<file path="src/rtl/nn_seq_pkg.sv">
// rtl/nn_seq_pkg.sv - shared types and sizing helpers for the layer sequencer
package nn_seq_pkg;

    typedef enum logic [3:0] {
        IDLE,
        CLEAR,
        REQ_BIAS,
        REQ_W,
        LOAD_X,
        WAIT_ALU,
        ACC,
        WRITE,
        DONE
    } seq_state_t;

    typedef enum logic {
        LAYER_1 = 1'b0,
        LAYER_2 = 1'b1
    } layer_t;

    // Total weight-memory words: per neuron one bias word plus one word per input group.
    function automatic int word_count(input int lanes, input int in_groups,
                                      input int hid, input int outn);
        return hid * (1 + in_groups) + outn * (1 + hid / lanes);
    endfunction

endpackage

</file>
<file path="src/rtl/flex_counter.sv">
// rtl/flex_counter.sv - clearable up-counter used for group and neuron indices
module flex_counter #(
    parameter int W = 4
) (
    input  logic         clk,
    input  logic         n_rst,
    input  logic         clear,
    input  logic         count_enable,
    output logic [W-1:0] count
);

    // Clear has priority over increment so a restart never sees a stale index.
    always_ff @(posedge clk or negedge n_rst) begin
        if (!n_rst) begin
            count <= '0;
        end else if (clear) begin
            count <= '0;
        end else if (count_enable) begin
            count <= count + 1'b1;
        end
    end

endmodule

</file>
<file path="src/rtl/nn_layer_sequencer.sv">
// rtl/nn_layer_sequencer.sv - two-layer MAC sequencer driving weight fetch, inputs and ALU strobes
module nn_layer_sequencer
    import nn_seq_pkg::*;
#(
    parameter int LANES     = 4,
    parameter int DW        = 4,
    parameter int IN_GROUPS = 2,
    parameter int HID       = 8,
    parameter int OUT       = 10,
    parameter int ALU_LAT   = 3,
    parameter int MEM_AW    = 16
) (
    input  logic                        clk,
    input  logic                        n_rst,
    input  logic                        start,
    output logic                        busy,
    output logic                        done,
    output logic                        mem_req,
    output logic [MEM_AW-1:0]           mem_addr,
    input  logic                        mem_valid,
    input  logic [LANES*DW-1:0]         mem_data,
    output logic                        pix_shift,
    input  logic [LANES*DW-1:0]         pix_data,
    output logic [$clog2(HID+OUT)-1:0]  act_raddr,
    input  logic [DW-1:0]               act_rdata,
    output logic                        act_we,
    output logic [$clog2(HID+OUT)-1:0]  act_waddr,
    output logic [DW-1:0]               act_wdata,
    output logic                        alu_clear,
    output logic                        alu_acc,
    output logic [LANES*DW-1:0]         alu_w,
    output logic [LANES*DW-1:0]         alu_x,
    output logic [DW-1:0]               alu_bias,
    input  logic [DW-1:0]               alu_result
);

    localparam int AAW   = $clog2(HID + OUT);
    localparam int G2    = HID / LANES;
    localparam int NW    = $clog2((HID > OUT ? HID : OUT) + 1);
    localparam int GW    = $clog2((IN_GROUPS > G2 ? IN_GROUPS : G2) + 1);
    localparam int SW    = $clog2(LANES + ALU_LAT + 2);
    localparam int WORDS = word_count(LANES, IN_GROUPS, HID, OUT);

    if (HID % LANES != 0) begin : g_hid_check
        $error("HID must be a multiple of LANES");
    end
    if (longint'(WORDS) > (longint'(1) << MEM_AW)) begin : g_aw_check
        $error("weight memory does not fit in MEM_AW address bits");
    end

    seq_state_t        state, state_nx;
    layer_t            layer;
    logic              tail;
    logic [SW-1:0]     step;
    logic [MEM_AW-1:0] addr;
    logic [GW-1:0]     group;
    logic [NW-1:0]     neuron;
    logic              grp_clr, grp_inc, nrn_clr, nrn_inc;
    logic              group_last, neuron_last;

    assign mem_addr    = addr;
    assign group_last  = int'(group) == ((layer == LAYER_1) ? IN_GROUPS : G2) - 1;
    assign neuron_last = int'(neuron) == ((layer == LAYER_1) ? HID : OUT) - 1;

    flex_counter #(.W(GW)) u_group (
        .clk          (clk),
        .n_rst        (n_rst),
        .clear        (grp_clr),
        .count_enable (grp_inc),
        .count        (group)
    );

    flex_counter #(.W(NW)) u_neuron (
        .clk          (clk),
        .n_rst        (n_rst),
        .clear        (nrn_clr),
        .count_enable (nrn_inc),
        .count        (neuron)
    );

    // Control registers: state, per-state step timer, layer flag, post-accumulate tail flag, word address.
    always_ff @(posedge clk or negedge n_rst) begin
        if (!n_rst) begin
            state <= IDLE;
            layer <= LAYER_1;
            tail  <= 1'b0;
            step  <= '0;
            addr  <= '0;
        end else begin
            state <= state_nx;
            step  <= (state_nx != state) ? '0 : step + 1'b1;
            if (state == IDLE && start) begin
                addr <= '0;
            end else if (mem_req && mem_valid) begin
                addr <= addr + 1'b1;
            end
            if (state == IDLE && start) begin
                layer <= LAYER_1;
            end else if (state == WRITE && neuron_last) begin
                layer <= LAYER_2;
            end
            if (state == ACC) begin
                tail <= group_last;
            end else if (state == LOAD_X) begin
                tail <= 1'b0;
            end
        end
    end

    // Operand registers: bias and weights from memory, inputs from pixels (layer 1) or activations (layer 2).
    always_ff @(posedge clk or negedge n_rst) begin
        if (!n_rst) begin
            alu_bias <= '0;
            alu_w    <= '0;
            alu_x    <= '0;
        end else begin
            if (state == REQ_BIAS && mem_valid) begin
                alu_bias <= mem_data[DW-1:0];
            end
            if (state == REQ_W && mem_valid) begin
                alu_w <= mem_data;
            end
            if (state == LOAD_X) begin
                if (layer == LAYER_1) begin
                    alu_x <= pix_data;
                end else if (int'(step) >= 1) begin
                    alu_x[(int'(step) - 1) * DW +: DW] <= act_rdata;
                end
            end
        end
    end

    // Next-state and strobe decode; every output defaults low so IDLE drives an all-zero bus.
    always_comb begin
        state_nx  = state;
        grp_clr   = 1'b0;
        grp_inc   = 1'b0;
        nrn_clr   = 1'b0;
        nrn_inc   = 1'b0;
        busy      = (state != IDLE);
        done      = 1'b0;
        mem_req   = 1'b0;
        pix_shift = 1'b0;
        alu_clear = 1'b0;
        alu_acc   = 1'b0;
        act_we    = 1'b0;
        act_wdata = '0;
        act_waddr = '0;
        act_raddr = '0;
        case (state)
            IDLE: begin
                if (start) begin
                    state_nx = CLEAR;
                    grp_clr  = 1'b1;
                    nrn_clr  = 1'b1;
                end
            end
            CLEAR: begin
                alu_clear = 1'b1;
                state_nx  = REQ_BIAS;
            end
            REQ_BIAS: begin
                mem_req = 1'b1;
                if (mem_valid) state_nx = REQ_W;
            end
            REQ_W: begin
                mem_req = 1'b1;
                if (mem_valid) state_nx = LOAD_X;
            end
            LOAD_X: begin
                if (layer == LAYER_1) begin
                    pix_shift = 1'b1;
                    state_nx  = WAIT_ALU;
                end else begin
                    if (int'(step) < LANES) begin
                        act_raddr = AAW'(int'(group) * LANES + int'(step));
                    end
                    if (int'(step) == LANES) state_nx = WAIT_ALU;
                end
            end
            WAIT_ALU: begin
                if (int'(step) == ALU_LAT - 1) state_nx = tail ? WRITE : ACC;
            end
            ACC: begin
                alu_acc = 1'b1;
                if (group_last) begin
                    state_nx = WAIT_ALU;
                end else begin
                    grp_inc  = 1'b1;
                    state_nx = REQ_W;
                end
            end
            WRITE: begin
                act_we    = 1'b1;
                act_wdata = alu_result;
                act_waddr = (layer == LAYER_1) ? AAW'(neuron) : AAW'(HID + int'(neuron));
                grp_clr   = 1'b1;
                if (!neuron_last) begin
                    nrn_inc  = 1'b1;
                    state_nx = CLEAR;
                end else if (layer == LAYER_1) begin
                    nrn_clr  = 1'b1;
                    state_nx = CLEAR;
                end else begin
                    state_nx = DONE;
                end
            end
            DONE: begin
                done     = 1'b1;
                state_nx = IDLE;
            end
            default: state_nx = IDLE;
        endcase
    end

endmodule

</file>
<file path="config.mk">
export PLATFORM = sky130hd
export DESIGN_NAME = nn_layer_sequencer
export DESIGN_NICKNAME = d
export VERILOG_FILES = /design/src/rtl/nn_seq_pkg.sv /design/src/rtl/flex_counter.sv /design/src/rtl/nn_layer_sequencer.sv
export SDC_FILE = /design/constraint.sdc
export NUM_CORES = 1
export LEC_CHECK = 0
export ABC_CLOCK_PERIOD_IN_PS = 4600
export CORE_MARGIN = 4
export CORE_UTILIZATION = 30
export DETAILED_ROUTE_END_ITERATION = 6
export DONT_BUFFER_PORTS = 1
export PLACE_DENSITY = 0.43
export REMOVE_ABC_BUFFERS = 1
export SLEW_MARGIN = 40
export SYNTH_ARGS = -nofsm -noshare
export SYNTH_HDL_FRONTEND = slang
export SYNTH_HIERARCHICAL = 1
export SYNTH_SLANG_ARGS = --single-unit
</file>
<file path="constraint.sdc">
create_clock -name clk -period 4.6 [get_ports clk]
set_input_delay 0.46 -clock clk [delete_from_list [all_inputs] [get_ports clk]]
set_output_delay 0.46 -clock clk [all_outputs]
set_load 0.1 [all_outputs]
</file>
Word level (Yosys, flattened, before mapping)
Index checks and enable logic that the tools add are counted.
W data, S select, Z words.
{"block": "classes", "addsub": 9, "shift": 2, "div": 0, "magnitude_cmp": 2, "eq_ne": 14, "multipliers": 0, "mux": 47, "reduce_logical": 14, "n_bitwise": 0}
{"cell": "$mux W16", "n": 4}
{"cell": "$mux W4", "n": 12}
{"cell": "$neg A7 Y33", "n": 1}
{"cell": "$shift A4 B33 Y16 const A", "n": 1}
{"cell": "$shiftx A4 B33 Y16", "n": 1}
{"cell": "$pmux W4 S8", "n": 1}
{"cell": "$mux W5", "n": 5}
{"cell": "$eq A4 B3 Y1 const B", "n": 5}
{"cell": "$mux W1", "n": 18}
{"cell": "$add A16 B1 Y16 const B", "n": 1}
{"cell": "$bwmux W16", "n": 1}
{"cell": "$reduce_bool A2 Y1", "n": 5}
{"cell": "$sub A4 B1 Y5 const B", "n": 2}
{"cell": "$add A4 B1 Y4 const B", "n": 2}
{"cell": "$eq A4 B2 Y1 const B", "n": 2}
{"cell": "$eq A4 B4 Y1 const B", "n": 2}
{"cell": "$mux W2", "n": 3}
{"cell": "$add A4 B4 Y5", "n": 1}
{"cell": "$add A4 B4 Y5 const A", "n": 1}
{"cell": "$eq A5 B5 Y1", "n": 1}
{"cell": "$logic_and A1 B1 Y1", "n": 5}
{"cell": "$eq A4 B1 Y1 const B", "n": 1}
{"cell": "$ge A4 B1 Y1 const B", "n": 1}
{"cell": "$logic_not A4 Y1", "n": 1}
{"cell": "10 further kinds", "n": 11}
{"block": "totals", "n_memories": 0, "ff_bits": 68, "latch_bits": 0, "mem_bits_rw": 0, "mem_bits_ro": 0, "out_inout_bits": 73, "wordCells": 98}

Depth between registers and ports, before layout
Gate-level depths: netlist of the first run.
{"block": "depth", "word_depth": 7, "ltp_mapped": 14}

Modules after synthesis
The synthesis of the first run kept the hierarchy.
{"module": "nn_layer_sequencer", "cells_per_inst": 346, "area_per_inst_um2": 3563.4, "instances": 1}
{"module": "flex_counter at u_neuron", "cells_per_inst": 16, "area_per_inst_um2": 192.7, "instances": 1}
{"module": "flex_counter at u_group", "cells_per_inst": 7, "area_per_inst_um2": 88.8, "instances": 1}

Worst setup path before layout of the first run
No wires, ideal clock.
{"block": "synth_timing", "path_type": "flip-flop to flip-flop", "start": "register state[1]", "end": "register alu_bias[0]", "arrival_ns": 3.853, "n_path_buf": 1, "setup_slack_ns": 0.621, "setup_time_ns": 0.125, "stages_incl_launch_ff": 7, "cell_sequence": "dfrtp_1 clkbuf_1 inv_1 nor3_1 nand2_1 nor2_1 mux2_2"}
{"block": "synth_via", "elab_chain_len": 2}
{"element": "start, declared", "line": "nn_layer_sequencer.sv:51", "rtl": "seq_state_t state, state_nx;"}
{"element": "start signal, assigned", "line": "nn_layer_sequencer.sv:90", "rtl": "state <= state_nx;"}
{"element": "$eq A4 B2 Y1", "line": "nn_layer_sequencer.sv:117", "rtl": "if (state == REQ_BIAS && mem_valid) begin"}
{"element": "$logic_and A1 B1 Y1", "line": "nn_layer_sequencer.sv:117"}
{"element": "end signal, assigned", "line": "nn_layer_sequencer.sv:118", "rtl": "alu_bias <= mem_data[DW-1:0];"}
{"element": "end, declared", "line": "nn_layer_sequencer.sv:33", "rtl": "output logic [DW-1:0] alu_bias,"}
Every way passes these cells.
A chain may end at the register's enable or synchronous reset.

Final worst setup path of the first run
{"block": "layout_timing", "start": "register step[1]", "end": "register alu_x[1]"}
{"block": "layout_via", "elab_chain_len": 6, "word_cells_on_any_way": 10, "classes_between": "2 x add/sub; 1 x order compare; 1 x eq/ne; 2 x shift; 3 x mux; 1 x reduce/logical"}
{"element": "start, declared", "line": "nn_layer_sequencer.sv:54", "rtl": "logic [SW-1:0] step;"}
{"element": "start signal, assigned", "line": "nn_layer_sequencer.sv:91", "rtl": "step <= (state_nx != state) ? '0 : step + 1'b1;"}
{"element": "$sub A4 B1 Y5", "line": "nn_layer_sequencer.sv:127", "rtl": "alu_x[(int'(step) - 1) * DW +: DW] <= act_rdata;"}
{"element": "$neg A7 Y33", "line": "nn_layer_sequencer.sv:127"}
{"element": "$shiftx A4 B33 Y16 / $shift A4 B33 Y16 (equally long branches)", "line": "nn_layer_sequencer.sv:127"}
{"element": "$bwmux W16", "line": "nn_layer_sequencer.sv:127"}
{"element": "$mux W16", "line": "nn_layer_sequencer.sv:126", "rtl": "end else if (int'(step) >= 1) begin"}
{"element": "$mux W16", "line": "nn_layer_sequencer.sv:124", "rtl": "if (layer == LAYER_1) begin"}
{"element": "end signal, assigned", "line": "nn_layer_sequencer.sv:125", "rtl": "alu_x <= pix_data;"}
{"element": "end signal, assigned by index", "line": "nn_layer_sequencer.sv:127"}
{"element": "end, declared", "line": "nn_layer_sequencer.sv:32", "rtl": "output logic [LANES*DW-1:0] alu_x,"}
Parallel ways exist; a longest one is shown, timed or not. The select of a mux whose other input is x is not followed.

==> impl_metrics.prom, run 1 <==
# TYPE chip_impl_metric gauge
chip_impl_metric{name="routed-via-count",unit=""} 2731
chip_impl_metric{name="routed_wl",unit="mm"} 9.15
chip_impl_metric{name="postSynthRegisterBits",unit=""} 68
chip_impl_metric{name="fp.dieArea",unit="sq um"} 14700
chip_impl_metric{name="cts.hold.buffers_added",unit=""} 1
chip_impl_metric{name="cpPeakStageDelay",unit="ns"} 0.59
chip_impl_metric{name="tritoncts_num_sinks",unit=""} 68
chip_impl_metric{name="finalNetCount",unit=""} 429
chip_impl_metric{name="synth-warning-count",unit=""} 6
chip_impl_metric{name="final_layout_size_suffix_gt1_frac",unit=""} 0.354
chip_impl_metric{name="grt_util_all_layers",unit=""} 0.129
chip_impl_metric{name="cts_inserted_buffers",unit=""} 9
chip_impl_metric{name="number_of_placement_rows",unit=""} 41
chip_impl_info{name="setup_repair_after_global_routing_missed_its_margin",value="no"} 1
chip_impl_metric{name="worst_pin_slew",unit="ns"} 0.896
chip_impl_info{name="tritoncts",value="built"} 1
chip_impl_metric{name="antennaDiodeCount",unit=""} 0
chip_impl_metric{name="core_area",unit="sq um"} 12600
chip_impl_metric{name="final_weighted_congestion_in_routability_driven_placement",unit=""} 0.775
chip_impl_metric{name="synthesis.area_per_instance",unit="sq um"} 10.4
chip_impl_info{name="worstPathCellList",value="inv_1 > ha_1 > inv_1 > or4_1 > ha_1 > or4b_2 > or4_4 > nor3_4 > mux2i_1 > o21ai_1"} 1
chip_impl_metric{name="finalSetupTns",unit="ns"} 0
chip_impl_info{name="crit_family",value="simple AND/OR/NAND/NOR gates"} 1
chip_impl_metric{name="dpl.hpwl",unit="mm"} 6.71
chip_impl_metric{name="io_pins",unit=""} 117
chip_impl_metric{name="global_route.overflow_total",unit=""} 0
chip_impl_metric{name="post_cts_resized",unit=""} 0
chip_impl_metric{name="postPlaceCellArea",unit="sq um"} 4170
chip_impl_metric{name="synthesis.area",unit="sq um"} 3840
chip_impl_metric{name="syn-instance-count",unit=""} 369
chip_impl_metric{name="report.final.setup_viol",unit=""} 0
chip_impl_metric{name="clock_tree.buffer_depth",unit=""} 2
chip_impl_metric{name="stdcell_area",unit="sq um"} 4520
chip_impl_metric{name="route.detailed.vias_per_inst",unit=""} 4.98
chip_impl_metric{name="multi_input_comb_area",unit="sq um"} 2050
chip_impl_metric{name="grt_start_max_net_pins",unit=""} 69
chip_impl_info{name="violations",value="hold timing"} 1
chip_impl_metric{name="min_period",unit="ns"} 3.95
chip_impl_metric{name="number_of_different_library_cells_in_the_post_synthesis_netlist",unit=""} 61
chip_impl_metric{name="grt_antenna_before_repair",unit=""} 0
chip_impl_info{name="cts-root-buf",value="clkbuf_16"} 1
chip_impl_metric{name="number_of_violations_reported_at_the_end_of_detailed_routing_iteration_0",unit=""} 110
chip_impl_metric{name="reg_area",unit="sq um"} 1760
chip_impl_metric{name="first_pass_grt_wire_length",unit="mm"} 15.0
chip_impl_metric{name="area_delta_synth_final",unit="%"} 17.6
chip_impl_metric{name="cp.arrival",unit="ns"} 4.14
chip_impl_metric{name="synth_edf_count",unit=""} 0
chip_impl_info{name="critical_path.endpoint_type",value="flop"} 1
chip_impl_metric{name="fill_cells",unit=""} 1243
chip_impl_info{name="run_status",value="complete, but fails checks"} 1
chip_impl_metric{name="cap_violations",unit=""} 0
chip_impl_metric{name="io_buffers",unit=""} 0
chip_impl_metric{name="period_share",unit=""} 0.859
chip_impl_info{name="crit_type",value="flop to flop"} 1
chip_impl_metric{name="ys_async_sr_fraction",unit=""} 1.00
chip_impl_metric{name="first_global_vias",unit=""} 2807
chip_impl_metric{name="worst_hold_slack",unit="ns"} -0.0263
chip_impl_metric{name="route.detailed.drc",unit=""} 0
chip_impl_metric{name="seq_area_frac_synth",unit=""} 0.443
chip_impl_metric{name="clk_pin_slew_worst_paths",unit="ns"} 0.06
chip_impl_metric{name="max_clock_freq",unit="GHz"} 0.253
chip_impl_info{name="layout_commonest_cell",value="dfrtp_2"} 1
chip_impl_metric{name="drt_pre_antenna_iters",unit=""} 4
chip_impl_metric{name="timing.slew.headroom",unit=""} 0.403
chip_impl_metric{name="clk_latency",unit="ns"} 0.33
chip_impl_metric{name="die-width",unit="um"} 121
chip_impl_metric{name="cp_num_buf_inv",unit=""} 2
chip_impl_metric{name="h-tree-depth",unit=""} 3
chip_impl_info{name="cp-start-kind",value="flop"} 1
chip_impl_metric{name="wl_per_cell",unit="um"} 16.7
chip_impl_metric{name="critPathRequiredTime",unit="ns"} 4.79
chip_impl_metric{name="die_h",unit="um"} 121
chip_impl_metric{name="antenna_left",unit=""} 0
chip_impl_metric{name="starting_density",unit=""} 0.306
chip_impl_metric{name="worst-path-max-fanout",unit=""} 10
chip_impl_metric{name="dp_cells",unit=""} 531
chip_impl_info{name="timing.hold.worst.class",value="primary input to async pin"} 1
chip_impl_metric{name="finalHoldViolCount",unit=""} 7
chip_impl_info{name="ys.flop_type",value="dfrtp_1"} 1
chip_impl_metric{name="skew",unit="ns"} 0.00934
chip_impl_metric{name="finalMaxSlewViolations",unit=""} 0
chip_impl_metric{name="cts_setup_buffers",unit=""} 0
chip_impl_info{name="timing.critical_path.slowest_stage_cell",value="or4b_2"} 1
chip_impl_metric{name="finalNonFillerCells",unit=""} 548
chip_impl_info{name="commonest_non_fill_non_tap_cells_in_the_layout",value="dfrtp_2 (46), nor2_1 (37), mux2_2 (32)"} 1
-- flip-flops by register name, summed over array words and instances, names as in the netlist --
signal,count
state,4
alu_bias,4
alu_w,16
step,4
u_group/count,2
layer,1
alu_x,16
tail,1
mem_addr,16
u_neuron/count,4
-- synthesized netlist by cell type, drive strengths merged, types with 3 or more instances --
cell	instances	area, sq um
dfrtp	68	1700
nor2	37	139
mux2	33	375
nand2	25	93.8
and2	16	100
xor2	15	131
clkbuf	14	56.3
nand3	14	70.1
o21ai	14	73.8
ha	13	163
o2bb2ai	13	114
inv	12	45.0
nor3	10	61.3
a21oi	7	38.8
and3	6	37.5
mux2i	5	50.1
nand4	5	31.3
or4	5	41.3
xnor2	5	43.8
a22oi	4	30.0
buf	4	23.8
nand2b	4	25.0
and4	3	26.3
nand4b	3	26.3
nor2b	3	18.8
nor3b	3	22.5
o31ai	3	50.1
-- area by class of cell --
type	instances	area share
timing repair buffer	9	0.0310
clock inverter	5	0.0172
sequential	68	0.389
clock buffer	11	0.0515
inverter	12	0.00996
tap	172	0.0476
multi-input combinational	271	0.454
-- through the flow --
step / setup WS (ns) / utilization / hold slack, ns
2_1_floorplan: 0.757 / - / 0.164
3_3_place_gp: 0.798 / 0.323 / 0.166
3_5_place_dp: 0.659 / 0.332 / 0.166
4_1_cts: 0.657 / 0.358 / 0.0152
5_1_grt: 0.438 / 0.360 / 0.00149
6_report: 0.648 / 0.360 / -0.0263
-- routing by layer --
| layer | GRT usage | vias up | share of wire |
|---|---|---|---|
| met3 | 0.0429 | 11 | 0.057 |
| met1 | 0.166 | 1342 | 0.44 |
| met5 | 0 | - | 0 |
| met2 | 0.200 | 63 | 0.49 |
| met4 | 0.0511 | 0 | 0.016 |
| li1 | - | 1315 | - |
-- logic make-up after synthesis --
family | Yosys count | share of synthesized area
mux | 38 | 0.111
flops | 68 | 0.443
compound gates | 55 | 0.115
xor+xnor | 21 | 0.0514
simple gates | 143 | 0.200
fa+ha+maj | 14 | 0.0475
buf+inv | 30 | 0.0325
-- final timing paths --
path,slack (ns),end,from,cells past startpoint
setup / recovery,0.65,alu_x[1]$_DFFE_PN0P_,step[1]$_DFF_PN0_,10
hold / removal,-0.03,alu_x[1]$_DFFE_PN0P_,n_rst,1
setup reg to reg,0.65,alu_x[1]$_DFFE_PN0P_,step[1]$_DFF_PN0_,10
max in group asynchronous,4.25,alu_w[14]$_DFFE_PN0P_,n_rst,1
hold reg to reg,0.51,tail$_DFFE_PN0P_,tail$_DFFE_PN0P_,2
min in group clk,0.28,alu_w[15]$_DFFE_PN0P_,mem_data[15],1
Power of run 1 is not shown: default switching activity piles up to over one toggle a cycle in this logic, so the estimate is an artifact.
==> run 2, diff against run 1 <==
--- a/config.mk
+++ b/config.mk
@@ -11,7 +11,6 @@
 export DETAILED_ROUTE_END_ITERATION = 6
 export DONT_BUFFER_PORTS = 1
 export PLACE_DENSITY = 0.43
-export REMOVE_ABC_BUFFERS = 1
 export SLEW_MARGIN = 40
 export SYNTH_ARGS = -nofsm -noshare
 export SYNTH_HDL_FRONTEND = slang
==> run 2 against run 1 <==
Against the previous run: via count increased by 1.3%; the run still ends with hold timing left; global-route usage grew 0.36 points; first-iteration DRC count rose by 54%; non-clock buffer count fell by 3; routed wire length grew 2.9%.
==> impl_metrics.prom, run 2 (synthesized netlist as in run 1, its figures left out) <==
# TYPE chip_impl_metric gauge
chip_impl_info{name="tritoncts",value="built"} 1
chip_impl_metric{name="fill_cells",unit=""} 1281
chip_impl_metric{name="route.detailed.vias_per_inst",unit=""} 5.08
chip_impl_metric{name="number_of_placement_rows",unit=""} 41
chip_impl_metric{name="routed_wl",unit="mm"} 9.41
chip_impl_metric{name="grt_start_max_net_pins",unit=""} 69
chip_impl_metric{name="final_layout_size_suffix_gt1_frac",unit=""} 0.359
chip_impl_metric{name="fp.dieArea",unit="sq um"} 14700
chip_impl_metric{name="cts_setup_buffers",unit=""} 0
chip_impl_info{name="cp-start-kind",value="flop"} 1
chip_impl_metric{name="die-width",unit="um"} 121
chip_impl_metric{name="skew",unit="ns"} 0.00544
chip_impl_metric{name="h-tree-depth",unit=""} 3
chip_impl_metric{name="multi_input_comb_area",unit="sq um"} 2050
chip_impl_metric{name="first_pass_grt_wire_length",unit="mm"} 15.4
chip_impl_metric{name="m2_gr_usage",unit=""} 0.203
chip_impl_metric{name="tritoncts_num_sinks",unit=""} 68
chip_impl_metric{name="reg_area",unit="sq um"} 1760
chip_impl_metric{name="drt_pre_antenna_iters",unit=""} 4
chip_impl_metric{name="timing.slew.headroom",unit=""} 0.406
chip_impl_metric{name="finalNetCount",unit=""} 426
chip_impl_metric{name="max_clock_freq",unit="GHz"} 0.255
chip_impl_metric{name="die_h",unit="um"} 121
chip_impl_metric{name="io_pins",unit=""} 117
chip_impl_metric{name="antennaDiodeCount",unit=""} 0
chip_impl_metric{name="cap_violations",unit=""} 0
chip_impl_metric{name="final_weighted_congestion_in_routability_driven_placement",unit=""} 0.779
chip_impl_info{name="crit_type",value="flop to flop"} 1
chip_impl_metric{name="clock_tree.buffer_depth",unit=""} 2
chip_impl_info{name="layout_commonest_cell",value="dfrtp_2"} 1
chip_impl_metric{name="grt_util_all_layers",unit=""} 0.133
chip_impl_metric{name="clk_latency",unit="ns"} 0.33
chip_impl_metric{name="first_global_vias",unit=""} 2829
chip_impl_info{name="critical_path.endpoint_type",value="flop"} 1
chip_impl_metric{name="wl_per_cell",unit="um"} 17.3
chip_impl_metric{name="globalRouteMet3Util",unit=""} 0.0466
chip_impl_metric{name="core_area",unit="sq um"} 12600
chip_impl_info{name="commonest_non_fill_non_tap_cells_in_the_layout",value="dfrtp_2 (49), nor2_1 (37), mux2_2 (32)"} 1
chip_impl_metric{name="report.final.setup_viol",unit=""} 0
chip_impl_metric{name="critPathRequiredTime",unit="ns"} 4.78
chip_impl_metric{name="finalHoldViolCount",unit=""} 2
chip_impl_metric{name="io_buffers",unit=""} 0
chip_impl_info{name="grt-busiest-layer",value="met2"} 1
chip_impl_metric{name="clk_pin_slew_worst_paths",unit="ns"} 0.05
chip_impl_info{name="setup_repair_after_global_routing_missed_its_margin",value="no"} 1
chip_impl_metric{name="finalSetupTns",unit="ns"} 0
chip_impl_metric{name="routed-via-count",unit=""} 2767
chip_impl_metric{name="antenna_left",unit=""} 0
chip_impl_metric{name="min_period",unit="ns"} 3.92
chip_impl_metric{name="global_route.overflow_total",unit=""} 0
chip_impl_metric{name="dpl.hpwl",unit="mm"} 6.82
chip_impl_metric{name="worst-path-max-fanout",unit=""} 14
chip_impl_metric{name="period_share",unit=""} 0.852
chip_impl_metric{name="synth_nets",unit=""} 427
chip_impl_info{name="timing.hold.worst.class",value="primary input to async pin"} 1
chip_impl_info{name="run_status",value="complete, but fails checks"} 1
chip_impl_metric{name="number_of_violations_reported_at_the_end_of_detailed_routing_iteration_0",unit=""} 169
chip_impl_info{name="violations",value="hold timing"} 1
chip_impl_metric{name="route.detailed.drc",unit=""} 0
chip_impl_metric{name="finalMaxSlewViolations",unit=""} 0
chip_impl_metric{name="grt_antenna_before_repair",unit=""} 0
chip_impl_metric{name="met1_usage",unit=""} 0.174
chip_impl_metric{name="starting_density",unit=""} 0.306
chip_impl_metric{name="cts_inserted_buffers",unit=""} 9
chip_impl_metric{name="worst_hold_slack",unit="ns"} -0.00985
chip_impl_metric{name="worst_pin_slew",unit="ns"} 0.891
chip_impl_info{name="cts-root-buf",value="clkbuf_16"} 1
chip_impl_metric{name="area_delta_synth_final",unit="%"} 15.8
chip_impl_metric{name="cp.arrival",unit="ns"} 4.10
-- run 2: changes by cell type in the layout (fill, tap and decap cells not counted), sizes merged --
cell | previous run | this run
buf | 9 | 6
clkbuf | 11 | 14
bufinv | 2 | 0
clkinvlp | 1 | 0
-- run 2: per-layer routing --
metal	vias up	wire length, um
li1	1318	-
met3	13	633
met4	0	135
met5	-	0
met2	77	4400
met1	1359	4240
-- run 2: area by class of cell --
class,instances,share of cell area
Tap cell,172,0.0483
Clock inverter,2,0.00225
Clock buffer,14,0.0593
Sequential cell,68,0.396
Multi-Input combinational cell,271,0.461
Timing Repair Buffer,6,0.0236
Inverter,12,0.0101
-- run 2: final timing paths --
| path | startpoint | endpoint | slack [ns] | depth (start not counted) |
|---|---|---|---|---|
| max | step[0]$_DFF_PN0_ | alu_x[2]$_DFFE_PN0P_ | 0.68 | 10 |
| min | n_rst | mem_addr[15]$_DFFE_PN0P_ | -0.01 | 1 |
| max reg2reg | step[0]$_DFF_PN0_ | alu_x[2]$_DFFE_PN0P_ | 0.68 | 10 |
| min reg2reg | tail$_DFFE_PN0P_ | tail$_DFFE_PN0P_ | 0.52 | 2 |
| max in group asynchronous | n_rst | mem_addr[3]$_DFFE_PN0P_ | 4.25 | 1 |
| min in group clk | mem_data[9] | alu_w[9]$_DFFE_PN0P_ | 0.28 | 1 |
-- run 2: timing repair --
action	CTS	global route
resized for setup	0	0
hold buffers	1	0
setup endpoints to repair	0	0
hold endpoints to repair	68	0
-- run 2: per-stage QoR --
stage,utilization,area [sq um],std cells,hold slack (ns),setup slack [ns]
6_report,0.354,4450,545,-0.00985,0.679
5_1_grt,0.354,4450,545,0.0147,0.366
3_3_place_gp,0.323,4060,527,0.167,0.761
4_1_cts,0.352,4430,544,0.0303,0.679
3_5_place_dp,0.328,4120,527,0.166,0.693
2_1_floorplan,-,3840,369,0.164,0.621
-- run 2: worst max-delay path, cell delays in order (launching register included) --
cell and delay (ns):
dfrtp_1 0.60, inv_1 0.19, ha_1 0.34, xor2_1 0.20
or4_1 0.43, ha_1 0.33, or4b_2 0.59, or4_4 0.54
nor3_4 0.26, mux2i_1 0.23, o21ai_1 0.07
Power of run 2 is left out for the same reason.
